File: src/rtl/p_addsub_pipe.sv
// Purpose: multi-lane fixed-point/integer add/subtract with optional saturation and sticky status.
// Latency: 2 cycles from input accept to out_valid; one beat per cycle sustained.
// Backpressure: two-stage valid/ready skid pipeline; in_ready drops only when both stages hold beats.
module p_addsub_pipe #(
    // conf layout: [17] dtype (0 INT, 1 FXP), [16] signed, [15:8] precision, [7:0] fraction bits
    parameter logic [17:0] I1_CONF = {1'b0, 1'b1, 8'd8, 8'd0},
    parameter logic [17:0] I2_CONF = {1'b0, 1'b1, 8'd8, 8'd0},
    parameter logic [17:0] O_CONF  = {1'b0, 1'b1, 8'd8, 8'd0},
    parameter int          LANES   = 4,
    parameter bit          SAT     = 1'b1,
    localparam int I1_PREC = int'(I1_CONF[15:8]),
    localparam int I2_PREC = int'(I2_CONF[15:8]),
    localparam int O_PREC  = int'(O_CONF[15:8])
) (
    input  logic                      clk,
    input  logic                      reset_,
    input  logic                      in_valid,
    output logic                      in_ready,
    input  logic [LANES-1:0]          mode,
    input  logic [LANES*I1_PREC-1:0]  in1,
    input  logic [LANES*I2_PREC-1:0]  in2,
    output logic                      out_valid,
    input  logic                      out_ready,
    output logic [LANES*O_PREC-1:0]   out,
    output logic [LANES-1:0]          ovf,
    output logic [LANES-1:0]          udf,
    output logic [LANES-1:0]          rounded,
    input  logic                      clr_sticky,
    output logic                      sticky_ovf,
    output logic                      sticky_udf,
    output logic                      sticky_rnd
);

    localparam bit I1_SGN = I1_CONF[16];
    localparam bit I2_SGN = I2_CONF[16];
    localparam bit O_SGN  = O_CONF[16];

    // INT formats carry no fraction, whatever the frac field says
    localparam int I1_FRAC = I1_CONF[17] ? int'(I1_CONF[7:0]) : 0;
    localparam int I2_FRAC = I2_CONF[17] ? int'(I2_CONF[7:0]) : 0;
    localparam int O_FRAC  = O_CONF[17]  ? int'(O_CONF[7:0])  : 0;

    localparam int F12   = (I1_FRAC > I2_FRAC) ? I1_FRAC : I2_FRAC;
    localparam int F     = (F12 > O_FRAC) ? F12 : O_FRAC;
    localparam int I1_SH = F - I1_FRAC;
    localparam int I2_SH = F - I2_FRAC;
    localparam int O_SH  = F - O_FRAC;

    localparam int A1W = I1_PREC + I1_SH;
    localparam int A2W = I2_PREC + I2_SH;
    // two guard bits cover both the carry and an unsigned operand's missing sign bit
    localparam int W   = ((A1W > A2W) ? A1W : A2W) + 2;
    localparam int CW  = (W > O_PREC + 2) ? W : O_PREC + 2;

    localparam logic signed [CW-1:0] OMAX = O_SGN ? CW'({(O_PREC-1){1'b1}}) : CW'({O_PREC{1'b1}});
    localparam logic signed [CW-1:0] OMIN = O_SGN ? ~CW'({(O_PREC-1){1'b1}}) : '0;

    logic                     s1_v;
    logic                     s2_v;
    logic                     s1_load;
    logic                     s2_load;
    logic                     handoff;
    logic [LANES*W-1:0]       s1_sum;
    logic [LANES*W-1:0]       s1_sum_d;
    logic [LANES*O_PREC-1:0]  s2_out_d;
    logic [LANES-1:0]         ovf_d;
    logic [LANES-1:0]         udf_d;
    logic [LANES-1:0]         rnd_d;

    assign s2_load   = s1_v & (~s2_v | out_ready);
    assign in_ready  = ~s1_v | s2_load;
    assign s1_load   = in_valid & in_ready;
    assign handoff   = s2_v & out_ready;
    assign out_valid = s2_v;

    for (genvar k = 0; k < LANES; k++) begin : g_lane
        logic [I1_PREC-1:0]   op1;
        logic [I2_PREC-1:0]   op2;
        logic signed [W-1:0]  a1;
        logic signed [W-1:0]  a2;
        logic signed [W-1:0]  r2;
        logic signed [W-1:0]  q2;
        logic signed [CW-1:0] qx;
        logic [O_PREC-1:0]    o;

        assign op1 = in1[k*I1_PREC +: I1_PREC];
        assign op2 = in2[k*I2_PREC +: I2_PREC];

        always_comb begin
            if (I1_SGN) a1 = W'(signed'(op1));
            else        a1 = W'(op1);
            a1 = a1 <<< I1_SH;
            if (I2_SGN) a2 = W'(signed'(op2));
            else        a2 = W'(op2);
            a2 = a2 <<< I2_SH;
        end

        assign s1_sum_d[k*W +: W] = mode[k] ? (a1 - a2) : (a1 + a2);

        // arithmetic shift floors toward -inf, matching truncation of two's complement
        assign r2 = signed'(s1_sum[k*W +: W]);
        assign q2 = r2 >>> O_SH;
        assign qx = CW'(q2);

        assign ovf_d[k] = qx > OMAX;
        assign udf_d[k] = qx < OMIN;

        if (O_SH > 0) begin : g_rnd
            assign rnd_d[k] = |r2[O_SH-1:0];
        end else begin : g_nornd
            assign rnd_d[k] = 1'b0;
        end

        always_comb begin
            if (SAT && ovf_d[k])      o = OMAX[O_PREC-1:0];
            else if (SAT && udf_d[k]) o = OMIN[O_PREC-1:0];
            else                      o = qx[O_PREC-1:0];
        end

        assign s2_out_d[k*O_PREC +: O_PREC] = o;
    end

    always_ff @(posedge clk or negedge reset_) begin
        if (!reset_) begin
            s1_v    <= 1'b0;
            s2_v    <= 1'b0;
            s1_sum  <= '0;
            out     <= '0;
            ovf     <= '0;
            udf     <= '0;
            rounded <= '0;
        end else begin
            if (s1_load)      s1_v <= 1'b1;
            else if (s2_load) s1_v <= 1'b0;

            if (s2_load)      s2_v <= 1'b1;
            else if (handoff) s2_v <= 1'b0;

            if (s1_load) s1_sum <= s1_sum_d;

            // stage 2 only reloads when its beat leaves, so a stalled beat stays put
            if (s2_load) begin
                out     <= s2_out_d;
                ovf     <= ovf_d;
                udf     <= udf_d;
                rounded <= rnd_d;
            end
        end
    end

    // a flagged handoff in the clear cycle still sets the sticky bit
    always_ff @(posedge clk or negedge reset_) begin
        if (!reset_) begin
            sticky_ovf <= 1'b0;
            sticky_udf <= 1'b0;
            sticky_rnd <= 1'b0;
        end else begin
            sticky_ovf <= (sticky_ovf & ~clr_sticky) | (handoff & |ovf);
            sticky_udf <= (sticky_udf & ~clr_sticky) | (handoff & |udf);
            sticky_rnd <= (sticky_rnd & ~clr_sticky) | (handoff & |rounded);
        end
    end

endmodule
File: config.mk
export PLATFORM = sky130hd
export DESIGN_NAME = p_addsub_pipe
export DESIGN_NICKNAME = d
export VERILOG_FILES = /design/src/rtl/p_addsub_pipe.sv
export SDC_FILE = /design/constraint.sdc
export NUM_CORES = 1
export LEC_CHECK = 0
export ABC_AREA = 1
export CAP_MARGIN = 20
export CORE_ASPECT_RATIO = 1.1
export CORE_MARGIN = 1
export CORE_UTILIZATION = 39
export CTS_BUF_LIST = sky130_fd_sc_hd__clkbuf_4 sky130_fd_sc_hd__clkbuf_8
export CTS_CLUSTER_DIAMETER = 30
export DETAILED_ROUTE_END_ITERATION = 10
export HOLD_SLACK_MARGIN = 0.05
export PLACE_DENSITY_LB_ADDON = 0.25
export SYNTH_ARGS = -nofsm -noshare
export SYNTH_HDL_FRONTEND = slang
export SYNTH_SLANG_ARGS = --single-unit
File: constraint.sdc
create_clock -name clk -period 3.2 [get_ports clk]
set_input_delay 0.8 -clock clk [delete_from_list [all_inputs] [get_ports clk]]
set_output_delay 0.8 -clock clk [all_outputs]
set_load 0.02 [all_outputs]
==> results.tsv <==
stage	metric	value	unit
yosys	top cells by area, synth	dfrtp_1 38%, nand2_1 15%, ha_1 8.5%	
yosys	Seq/Total Area, Yosys	0.384	
finish	layout cells sized above 1	0.0391	
routing	Iter 0 DRT Violations	188	
power	sequential power share	0.375	
power	peak supply drop	0.242	mV
critical_path	flop-to-flop setup slack	1400	ps
global_route	total gr overflow	0	
yosys	register bit total from synthesis	81	
yosys	top post-synthesis cells by count	210 x nand2_1, 101 x inv_1, 81 x dfrtp_1	
power	power per cell area	608	nW/um^2
clock_network	Skew-Pair Late Insertion Delay	350	ps
clock_network	clk sinks	81	
clock_network	# Post-CTS Setup Buffers	0	
hold_path	HP Class	input port to async pin	
yosys	Synth area leader	dfrtp_1	
die	core footprint	13200	um^2
global_route	total track usage	0.171	
timing	post-route minimum period	2900	ps
global_route	largest net degree at the start of global routing	82	
die	Starting Density	0.400	
die	Rows	44	
yosys	Syn Area/Cell	7.41	um^2
critical_path	Critical R2R Capture	out[16]	
routing	routed vias/inst	4.71	
place	GP Congestion	0.803	
finish	# diodes	0	
finish	flip-flop and latch area	2030	um^2
timing	worst slew pin tran	550	ps
critical_path	crit-path max FO	6	
critical_path	Worst EP required	3440	ps
status	outcome	completed	
timing	Final Hold Violating Endpoints	0	
critical_path	Critical Path Start	in2[16]	
power	internal power	2.58	mW
yosys	Ys Warns	0	
global_route	global-route wire length before repair	19.2	mm
critical_path	crit end category	flip-flop	
die	I/O Pins	122	
timing	RSZ-0062 raised after global routing	no	
finish	final instance area	6870	um^2
routing	vias	4729	
routing	WL final	11.4	mm
critical_path	Setup crit end	s1_sum[27]	
place	I/O Buffers	117	
yosys	Post-synth EDFFs	0	
job	max cap viols	0	
finish	Area growth syn-to-layout	30.1	%
place	pre-CTS WS	-60.9	ps
timing	Pins Over Slew Limit	0	
yosys	Yosys cell types	31	
critical_path	Arr. time, crit path	3140	ps
finish	fin util	0.520	
critical_path	Startpoint Class	input port	
critical_path	critical path type	input port to flip-flop	
die	Die X	113	um
timing	post-route setup slack	298	ps
power	Psw	1.60	mW
place	post-place instance area	6650	um^2
global_route	vias in the first global route	4341	
yosys	Syn Inst Count	713	
finish	fin nets	951	
clock_network	CTS Hold Bufs	0	
routing	Routed wire per std cell	11.4	um
clock_network	CTS Root Cell	clkbuf_8	
timing	skew final	9.04	ps
die	die area	14000	um^2
power	switch share	0.383	
global_route	antenna violations before repair	0	
power	P_leak	3.55	nW
clock_network	CTS H-tree lvls	3	
finish	fillcell total	1302	
timing	Fmax achieved	345	MHz
clock_network	CTS tree	built	
timing	Rel. slew slack	0.634	
clock_network	# resized after CTS	0	
timing	Setup Viol. Count Final	0	
routing	Final ANT Viol Nets	0	
die	chip height	124	um
clock_network	cts bufs inserted	9	
place	DPL Wire Length	8.92	mm
timing	fin crit share	0.907	
finish	area of the multi-input gates	2780	um^2
clock_network	Worst-path clk slew	90	ps
yosys	asr flop ratio synth	1.00	
routing	drt pass-1 iters	4	
critical_path	R2R Path Start	out_valid	
critical_path	R2R cell count	6	
routing	DRC Markers	0	
yosys	Primary FF master, synth	dfrtp_1	
yosys	share of the synthesized area in the top cell type	0.384	
power	Logic pwr share	0.445	
clock_network	clk buf depth	2	
power	Clk pwr share	0.180	
yosys	most frequent cell after synthesis	nand2_1	
yosys	Netlist Area Pre-Place	5280	um^2
-- routing by layer --
metal,track usage,vias to the layer above,routed length (um)
met5,0,-,0
met4,0.0592,0,163
met3,0.0273,11,437
met2,0.305,81,5420
met1,0.211,2105,5410
li1,-,2532,-
-- worst min-delay path by stage --
| stage | slack [ps] | start | endpoint | cells after the start |
|---|---|---|---|---|
| global route | 450 | reset_ | out[5] | 1 |
| detailed placement | 460 | out[13] | out[13] | 2 |
| floorplan | 440 | s1_sum[15] | s1_sum[15] | 2 |
| global placement | 460 | s1_sum[34] | s1_sum[34] | 2 |
| CTS | 490 | out[29] | out[29] | 2 |
| finish | 430 | reset_ | udf[1] | 1 |
-- worst max-delay path: stages --
cell and delay, ps:
clkdlybuf4s50_1 420, inv_1 100, ha_1 170, nand2_1 70, nor2_1 130, nor2_1 80
a21oi_1 150, xnor2_1 130, inv_1 50, ha_1 340, a21oi_1 150, a21boi_0 270
nand3b_1 110, nand3_1 80, o21ai_0 70
-- power groups by stage --
stage	Sequential, mW	Combinational, mW	Clock (mW)
final	1.57	1.86	0.752
after floorplan	1.84	0.776	0
after CTS	1.57	1.88	0.780
after global placement	1.58	1.86	0
after detailed placement	1.59	1.88	0
after global routing	1.62	2.08	0.815
-- stage by stage --
stage                     instances  power (mW)  hold slack [ps]  TNS [ps]
final                          1004        4.18              425         0
after global routing           1004        4.51              453         0
after CTS                      1003        4.23              486         0
after detailed placement        987        3.47              465      -105
after global placement          987        3.44              460     -12.4
after floorplan                 716        2.62              444         0
-- final cells by class --
class                      count  share of cell area
tap                          161              0.0293
multi-input combinational    514               0.404
inverter                     102              0.0557
timing repair buffer         130               0.186
clock buffer                   9              0.0180
clock inverter                 7              0.0113
sequential                    81               0.295
-- cells by family after synthesis --
| family | share of synthesized area |
|---|---|
| and+or+nand+nor | 0.242 |
| AOI/OAI and AO/OA | 0.130 |
| buffers and inverters | 0.0919 |
| DFF | 0.384 |
| adders and majority gates | 0.100 |
| xor gates and xnor gates | 0.0514 |
| other | 0.000710 |
-- cell usage in the layout, fill, tap and decap left out, drive strengths merged --
| master | instances |
|---|---|
| nand2 | 212 |
| clkdlybuf4s50 | 116 |
| inv | 103 |
| dfrtp | 81 |
| o21ai | 69 |
| nor2 | 42 |
| nand3 | 39 |
| a21oi | 38 |
| ha | 36 |
| xor2 | 23 |
| buf | 14 |
| clkbuf | 9 |
| xnor2 | 8 |
| nand4 | 7 |
| nand3b | 7 |
| a31oi | 5 |
| o31ai | 4 |
| a21o | 4 |
| fa | 4 |
| conb | 4 |
| clkinv | 4 |
| o21bai | 3 |
| nor4 | 2 |
| o22ai | 2 |
| nor3 | 2 |
| a21boi | 1 |
| o21a | 1 |
| o211ai | 1 |
| bufinv | 1 |
| clkinvlp | 1 |
-- flip-flops by register name (all words and copies together), names as in the netlist --
signal      count
out            32
udf             4
sticky_ovf      1
ovf             4
sticky_rnd      1
s1_sum         36
s1_v            1
out_valid       1
sticky_udf      1
Power figures use the tool's default switching activity.
